File: config.mk
export PLATFORM = sky130hd
export DESIGN_NAME = regfile_dump_reader_flat
export DESIGN_NICKNAME = d
export VERILOG_FILES = /design/src/rtl/regfile_dump_reader_pkg.sv /design/src/rtl/regfile_dump_reader_if.sv /design/src/rtl/regfile_dump_reader.sv /design/src/flat_wrapper.sv
export SDC_FILE = /design/constraint.sdc
export NUM_CORES = 1
export LEC_CHECK = 0
export CORE_UTILIZATION = 42
export DETAILED_ROUTE_END_ITERATION = 16
export PLACE_DENSITY = 0.79
export SETUP_SLACK_MARGIN = 0.05
export SLEW_MARGIN = 20
export SYNTH_ARGS = -nofsm -noshare
export SYNTH_HDL_FRONTEND = slang
export SYNTH_SLANG_ARGS = --single-unit
File: constraint.sdc
create_clock -name clk -period 1.9 [get_ports clk]
set_clock_uncertainty 0.05 [all_clocks]
set_input_delay 0.285 -clock clk [delete_from_list [all_inputs] [get_ports clk]]
set_output_delay 0.285 -clock clk [all_outputs]
set_load 0.03 [all_outputs]
File: src/rtl/regfile_dump_reader_pkg.sv
// ----------------------------------------------------------------------------
// regfile_dump_reader_pkg
//   Shared constants and types for the MIPS register-file debug dump reader.
//   Defines the register-file geometry, the dump FSM state type and small
//   helpers for range validation and index stepping.
//   No ports (package).
// ----------------------------------------------------------------------------
package regfile_dump_reader_pkg;

  localparam int NUM_REGS   = 32;
  localparam int REG_ADDR_W = 5;
  localparam int REG_DATA_W = 32;

  typedef logic [REG_ADDR_W-1:0] reg_addr_t;
  typedef logic [REG_DATA_W-1:0] reg_data_t;

  typedef enum logic [1:0] {
    IDLE = 2'd0,
    READ = 2'd1,
    SEND = 2'd2,
    DONE = 2'd3
  } dump_state_t;

  // A dump request is only meaningful when the range is non-empty.
  function automatic logic range_valid(input reg_addr_t first, input reg_addr_t last);
    return (first <= last);
  endfunction

  // Step to the following register index.
  function automatic reg_addr_t next_idx(input reg_addr_t idx);
    return idx + reg_addr_t'(1);
  endfunction

endpackage

File: src/rtl/regfile_dump_reader_if.sv
// ----------------------------------------------------------------------------
// regfile_dump_reader_if
//   valid/ready beat stream from the dump reader to the debug/trace unit.
//   Signals:
//     out_valid  beat valid (producer)
//     out_ready  consumer ready (consumer)
//     out_idx    register index of the beat (producer)
//     out_data   register contents of the beat (producer)
//     out_last   beat is the last of the requested range (producer)
//   Modports: master = dump reader side, slave = trace unit side.
// ----------------------------------------------------------------------------
interface regfile_dump_reader_if;
  import regfile_dump_reader_pkg::*;

  logic      out_valid;
  logic      out_ready;
  reg_addr_t out_idx;
  reg_data_t out_data;
  logic      out_last;

  modport master (
    output out_valid,
    output out_idx,
    output out_data,
    output out_last,
    input  out_ready
  );

  modport slave (
    input  out_valid,
    input  out_idx,
    input  out_data,
    input  out_last,
    output out_ready
  );

endinterface

File: src/rtl/regfile_dump_reader.sv
// ----------------------------------------------------------------------------
// regfile_dump_reader
//   Debug read-side client of the 32x32 MIPS register file. On start it walks
//   the register range [first_idx..last_idx] through a dedicated read port and
//   streams each word as (index, data, last) beats. Never writes the RF.
// Ports:
//   clk, rst            clock, synchronous active-high reset
//   start               dump request, sampled only while idle
//   abort               cancel a dump in progress
//   first_idx/last_idx  inclusive range, latched when start is accepted
//   rd_addr             registered read address to the RF debug port
//   rd_data             combinational RF read data for rd_addr
//   out_if              beat stream (master modport)
//   busy                high whenever not idle
//   done                one-cycle pulse once the whole range is delivered
//   err                 one-cycle pulse after a start with first_idx > last_idx
// ----------------------------------------------------------------------------
module regfile_dump_reader
  import regfile_dump_reader_pkg::*;
(
  input  logic                         clk,
  input  logic                         rst,
  input  logic                         start,
  input  logic                         abort,
  input  reg_addr_t                    first_idx,
  input  reg_addr_t                    last_idx,
  output reg_addr_t                    rd_addr,
  input  reg_data_t                    rd_data,
  regfile_dump_reader_if.master        out_if,
  output logic                         busy,
  output logic                         done,
  output logic                         err
);

  dump_state_t state_q,     state_d;
  reg_addr_t   last_q,      last_d;
  reg_addr_t   rd_addr_q,   rd_addr_d;
  reg_addr_t   out_idx_q,   out_idx_d;
  reg_data_t   out_data_q,  out_data_d;
  logic        out_valid_q, out_valid_d;
  logic        out_last_q,  out_last_d;
  logic        busy_q,      busy_d;
  logic        done_q,      done_d;
  logic        err_q,       err_d;

  logic        handshake_s;

  assign handshake_s = out_valid_q & out_if.out_ready;

  // Next-state and next-output logic for the dump sequencer.
  always_comb begin
    state_d     = state_q;
    last_d      = last_q;
    rd_addr_d   = rd_addr_q;
    out_idx_d   = out_idx_q;
    out_data_d  = out_data_q;
    out_valid_d = out_valid_q;
    out_last_d  = out_last_q;
    done_d      = 1'b0;
    err_d       = 1'b0;

    case (state_q)
      IDLE: begin
        if (start) begin
          if (range_valid(first_idx, last_idx)) begin
            last_d    = last_idx;
            rd_addr_d = first_idx;
            state_d   = READ;
          end else begin
            err_d = 1'b1;
          end
        end else begin
          state_d = IDLE;
        end
      end

      // rd_addr has been stable for this whole cycle, so rd_data is settled.
      READ: begin
        out_data_d  = rd_data;
        out_idx_d   = rd_addr_q;
        out_last_d  = (rd_addr_q == last_q);
        out_valid_d = 1'b1;
        state_d     = SEND;
      end

      SEND: begin
        if (handshake_s) begin
          out_valid_d = 1'b0;
          if (out_last_q) begin
            // Stop on the last index: never step past it, so 31 does not wrap to 0.
            state_d = DONE;
            done_d  = 1'b1;
          end else begin
            rd_addr_d = next_idx(rd_addr_q);
            state_d   = READ;
          end
        end else begin
          state_d = SEND;
        end
      end

      DONE: begin
        state_d = IDLE;
      end

      default: begin
        state_d     = IDLE;
        out_valid_d = 1'b0;
      end
    endcase

    // Abort overrides everything except reset; the in-flight beat is withdrawn.
    if (abort && (state_q != IDLE)) begin
      state_d     = IDLE;
      out_valid_d = 1'b0;
      done_d      = 1'b0;
    end else begin
      state_d = state_d;
    end

    busy_d = (state_d != IDLE);
  end

  // State and output registers; reset drops any dump in flight.
  always_ff @(posedge clk) begin
    if (rst) begin
      state_q     <= IDLE;
      last_q      <= '0;
      rd_addr_q   <= '0;
      out_idx_q   <= '0;
      out_data_q  <= '0;
      out_valid_q <= 1'b0;
      out_last_q  <= 1'b0;
      busy_q      <= 1'b0;
      done_q      <= 1'b0;
      err_q       <= 1'b0;
    end else begin
      state_q     <= state_d;
      last_q      <= last_d;
      rd_addr_q   <= rd_addr_d;
      out_idx_q   <= out_idx_d;
      out_data_q  <= out_data_d;
      out_valid_q <= out_valid_d;
      out_last_q  <= out_last_d;
      busy_q      <= busy_d;
      done_q      <= done_d;
      err_q       <= err_d;
    end
  end

  assign rd_addr          = rd_addr_q;
  assign out_if.out_valid = out_valid_q;
  assign out_if.out_idx   = out_idx_q;
  assign out_if.out_data  = out_data_q;
  assign out_if.out_last  = out_last_q;
  assign busy             = busy_q;
  assign done             = done_q;
  assign err              = err_q;

endmodule

File: src/flat_wrapper.sv
// flat-port wrapper written by rule: the top's interface ports become plain ports
module regfile_dump_reader_flat import regfile_dump_reader_pkg::*;
  (clk, rst, start, abort, first_idx, last_idx, rd_addr, rd_data, busy, done, err, out_if_out_valid, out_if_out_idx, out_if_out_data, out_if_out_last, out_if_out_ready);
  regfile_dump_reader_if out_if_i ();
  input  logic clk;
  input  logic rst;
  input  logic start;
  input  logic abort;
  input  reg_addr_t first_idx;
  input  reg_addr_t last_idx;
  output reg_addr_t rd_addr;
  input  reg_data_t rd_data;
  output logic busy;
  output logic done;
  output logic err;
  output wire logic [$bits(out_if_i.out_valid)-1:0] out_if_out_valid;
  output wire logic [$bits(out_if_i.out_idx)-1:0] out_if_out_idx;
  output wire logic [$bits(out_if_i.out_data)-1:0] out_if_out_data;
  output wire logic [$bits(out_if_i.out_last)-1:0] out_if_out_last;
  input wire logic [$bits(out_if_i.out_ready)-1:0] out_if_out_ready;
  assign out_if_out_valid = out_if_i.out_valid;
  assign out_if_out_idx = out_if_i.out_idx;
  assign out_if_out_data = out_if_i.out_data;
  assign out_if_out_last = out_if_i.out_last;
  assign out_if_i.out_ready = out_if_out_ready;
  regfile_dump_reader u_core (.clk(clk), .rst(rst), .start(start), .abort(abort), .first_idx(first_idx), .last_idx(last_idx), .rd_addr(rd_addr), .rd_data(rd_data), .out_if(out_if_i), .busy(busy), .done(done), .err(err));
endmodule
## Word-level counts from Yosys, hierarchy flattened

Index checks and enable logic that the tools add are counted.

- Add/subtract/negate cells: 1
- Multiply operators: 0
- Divide/modulo/power cells: 0
- $lt $le $gt $ge: 1
- Eq/ne operators: 8
- Shift-type cells: 0
- Muxes and demuxes: 15
- Bitwise operators: 5
- Reduce and logical (&&, ||, !) cells: 12

Operators with widths:

| kind | number |
|---|---|
| 5-bit 2-to-1 mux | 4 |
| 2-bit 2-to-1 mux | 5 |
| 5-bit case mux with 2 select lines | 1 |
| 2-bit case mux with 4 select lines | 1 |
| 2-bit nonzero test | 4 |
| 5-bit by 1-bit adder with 5-bit output, second input constant | 1 |
| 5-bit == test | 1 |
| 5-bit less-or-equal comparator | 1 |
| 5-bit AND reduction | 1 |
| 2-bit == test, second input constant | 2 |
| 2-bit by 1-bit != test with 1-bit output, second input constant | 2 |
| 2-bit != test, second input constant | 2 |
| 1-bit inverter | 4 |
| 4-bit OR reduction | 1 |
| 1-bit 2-to-1 mux | 3 |
| 3-bit AND reduction | 1 |
| 3-bit OR reduction | 1 |
| 2-bit by 1-bit == test with 1-bit output, second input constant | 1 |
| 2-bit logical NOT | 1 |
| 1-bit case mux with 2 select lines | 1 |
| 2-bit AND reduction | 1 |
| 2-bit OR reduction | 1 |
| 1-bit bitwise AND | 1 |
| 1-bit logical AND | 1 |

- Flip-flop bits (word level): 54
- Bits in latches: 0
- Bits in writable memories: 0
- Memory bits (read-only): 0
- Input bits: 47
- Output and inout bits: 47
- Word-level logic and storage cells: 52
- Memories: 0

## Depth between registers and ports, before layout

- Depth in word-level cells: 6
- Gate-level depth with buffers: 7
- Depth with buffers taken out: 7

## Worst setup path after synthesis

Ideal clock, no wire load.

- Path type: in2reg
- Start point: input last_idx[1]
- End point: register u_core.rd_addr_q[2], in the netlist u_core.rd_addr[2]
- Library setup time: 0.087 ns
- Arrival: 1.498 ns
- Required time: 1.763 ns
- Slack: 0.265 ns
- Cell stages on the path: 7
- Path buffers: 0
- Cell sequence: inv_1 ha_1 and3_1 a41oi_1 o21ai_2 a311o_1 o31ai_1

- Longest elaborated chain between the ends: 3

RTL lines:

| item | RTL line | text |
|---|---|---|
| start: declaration | flat_wrapper.sv:10 | `input reg_addr_t last_idx;` |
| 5-bit less-or-equal comparator | regfile_dump_reader_pkg.sv:26 | `return (first <= last);` |
| 2-bit by 1-bit != test with 1-bit output (no source line) | - |  |
| 5-bit AND reduction (no source line) | - |  |
| end signal: assignment | regfile_dump_reader.sv:140 | `rd_addr_q <= rd_addr_d;` |
| end: declaration | regfile_dump_reader.sv:37 | `reg_addr_t rd_addr_q, rd_addr_d;` |

No other way between the ends.
A chain may end at the register's enable or synchronous reset.

## Worst setup path after layout

- Start point: register u_core.rd_addr_q[4], in the netlist u_core.rd_addr[4]
- End point: output rd_addr[4]

RTL lines:

| item | RTL line | text |
|---|---|---|
| end: declaration | flat_wrapper.sv:11 | `output reg_addr_t rd_addr;` |

No word-level cell between the ends.

==> impl_metrics.yaml <==
run_status:
  status: "completed"
floorplan:
  die_width_um: 75.3
  fp.dieArea_um2: 5670
  die_y_um: 75.3
  initial_utilization: 0.439
  boundaryPins: 94
  num_rows: 26
  coreArea_um2: 5140
sta:
  worst_rel_slew_slack: 0.688
  final.setup.worst_slack_ps: 101
  tns_ps: 0
  worst_pin_slew_ps: 467
  min_period_ps: 1800
  setup-violations-final: 0
  report.final.slew_viol_count: 0
  unrepaired_setup_endpoints_after_global_routing: "no"
  timing.final.crit_share: 0.947
  maxClockFrequency_mhz: 556
  timing.final.hold_violations: 0
global_routing:
  grt_use_total: 0.213
  pin_count_of_the_biggest_net_entering_global_routing: 40
  grt_antenna_before_repair: 0
  grt_most_used_layer: "met2"
  grt_pass1_vias: 2000
  grt_use_met2: 0.371
  grt-ovfl-total: 0
  met1_usage: 0.265
  grt_pass1_wl_um: 9200
  use_met3: 0.0476
critical_path:
  arrival_ps: 1460
  end_kind: "output port"
  worstPathRequired_ps: 1560
  timing.critical_path.slowest_cell_delay_ps: 720
  timing.critical_path.cells: "clkdlybuf4s50_1"
  cp.buffers_inverters: 1
  timing.setup.critical_path_class: "reg2out"
  critPathMaxFanout: 5
  cp_slowest_cell: "clkdlybuf4s50_1"
  worst_path_dominant_cell_family: "buffers and inverters"
  critPathLaunchType: "flip-flop"
cts:
  clk_latency_ps: 300
  clk_pin_slew_worst_paths_ps: 100
  cts_tree: "yes"
  number_of_sinks_driven_by_the_clock_tree: 54
  cts.htree.levels: 2
  clock_root_buffer_master: "clkbuf_8"
  tritoncts.num_buffers: 5
  cts.path.max_buffers: 2
synth:
  synthDistinctLibCells: 34
  synth.avg_cell_area_um2: 8.11
  yosysTopAreaCellShare: 0.479
  syn-cell-area_um2: 2260
  syn_inst: 278
  synth.top_cells.by_area: "dfxtp_1 (48%), nand2_1 (14%), a21oi_1 (10%)"
  synth_enable_flop_cells: 0
  synth_area_leader_cell: "dfxtp_1"
  seq_area_frac_synth: 0.479
  library_cell_with_the_highest_instance_count_after_synthesis: "nand2_1"
  postSynth.asyncResetShare: 0
  synth_commonest_cells: "nand2_1 (83), dfxtp_1 (54), a21oi_1 (45)"
  postSynthNetCount: 331
  ys_warn_count: 0
  ffs_latches_synth: 54
  dominantRegCellSynth: "dfxtp_1"
finish:
  finalCoreUtilization: 0.705
  final_layout_size_suffix_gt1_frac: 0.135
  num-nets-final: 437
  final.fill_count: 422
  area_growth_syn_to_layout_pct: 60.7
  insertedDiodeCount: 0
placement:
  place_ws_ps: -460
  place_hpwl_um: 4360
  globalplace.congestion: 0.789
  port_buffers: 93
worst_hold_path:
  hold_path.class: "in2reg"
power:
  combPwrFrac: 0.274
  power.sequential.fraction: 0.453
  report.power.total_mw: 2.79
  clock_power_share: 0.273
  power.density_cell_area_nw_per_um2: 769
  ir_worst_vdd_uv: 326
  p_switching_uw: 824
  p_sw_frac: 0.296
  cellInternalPower_mw: 1.96
  power_leakage_nw: 1.40
routing:
  starting_drc_count_in_detailed_routing: 85
  vias: 2262
  vias_per_cell: 4.97
  drt.antenna.violating_nets: 0
  dr.pass1.iters: 4
  wire_per_inst_um: 13.5
  detail_route.wirelength_um: 6160
  drc: 0
job:
  max_cap_violations: 0
==> flip-flops by register name (all words and copies together), names as in the netlist, 2 cells and up <==
register	count
u_core.last_q	5
u_core.out_if.out_data	32
u_core.out_if.out_idx	5
u_core.rd_addr	5
u_core.state_q	2
==> metal layers <==
metal  vias to the layer above  part of all wire  routed length [um]
met5                         -                 0                   0
met4                         0            0.0091                  56
met3                         6             0.068                 418
met2                        65              0.48                2970
met1                      1047              0.44                2710
li1                       1144                 -                   -
==> power groups by stage <==
stage | registers, mW | logic (mW) | clock network, mW
2_1_floorplan | 1.40 | 0.263 | 0
3_3_place_gp | 1.28 | 0.695 | 0
3_5_place_dp | 1.29 | 0.708 | 0
4_1_cts | 1.26 | 0.744 | 0.767
5_1_grt | 1.27 | 0.821 | 0.818
6_report | 1.26 | 0.763 | 0.760
==> placed cells by master, fill, tap and decap left out, drive strengths merged, types with 2 or more instances in the layout <==
master and n:
nor3 3, buf 23, nand2 83, clkbuf 7
dfxtp 54, o31ai 2, and3 2, a21oi 46
mux2i 5, nand4 2, xor2 3, nor2 9
xnor2 2, nand2b 7, nand3 5, clkdlybuf4s50 81
o21ai 5, nor2b 3, inv 10, ha 6
a31oi 2, dlygate4sd2 2, a311o 3, nor3b 2
a211oi 2, dlymetal6s2s 9
==> cell type report <==
cell class,instances,area (um^2),area share
multi-input cells,198,1190,0.328
repair buffers,115,1120,0.310
flip-flops and latches,54,1080,0.298
well taps,70,87.6,0.0242
clock buffers,7,76.3,0.0211
inverters,10,37.5,0.0104
clock inverters,1,30.0,0.00828
==> worst min-delay path: cells and delay by family <==
family | cells | cell delay [ps]
buffers and inverters | 1 | 110
muxes | 1 | 90
and+or+nand+nor | 1 | 70
==> stage by stage <==
step | cell area (um^2) | std cells | hold slack, ps
finish | 3620 | 455 | 225
global route | 3620 | 455 | 252
CTS | 3570 | 455 | 322
detailed placement | 3370 | 445 | 396
global placement | 3370 | 445 | 392
floorplan | 2260 | 278 | 331
==> worst paths after layout <==
| check | start | to | slack, ps | depth (start not counted) |
|---|---|---|---|---|
| setup / recovery | u_core.rd_addr[4] | rd_addr[4] | 100 | 1 |
| hold / removal | last_idx[1] | u_core.last_q[1] | 230 | 3 |
| setup reg to reg | u_core.state_q[1] | u_core.rd_addr[2] | 210 | 4 |
| hold reg to reg | u_core.out_if.out_data[22] | u_core.out_if.out_data[22] | 410 | 2 |
==> timing repair <==
action                                  4_1_cts  5_1_grt
resized for setup                            12       17
setup buffers                                 2        0
endpoints found under the setup margin       12       12
hold buffers                                  0        0
pin swaps                                     4        9
==> kinds of logic after synthesis <==
group	Yosys count	synth area share
AND/OR/NAND/NOR	117	0.221
XOR/XNOR	5	0.0194
buffers and inverters	26	0.0460
flip-flops	54	0.479
AO/OA/AOI/OAI	65	0.179
multiplexers	5	0.0222
adder cells (fa/ha/maj)	6	0.0333
Note: power is estimated with default switching activity, not from simulation.
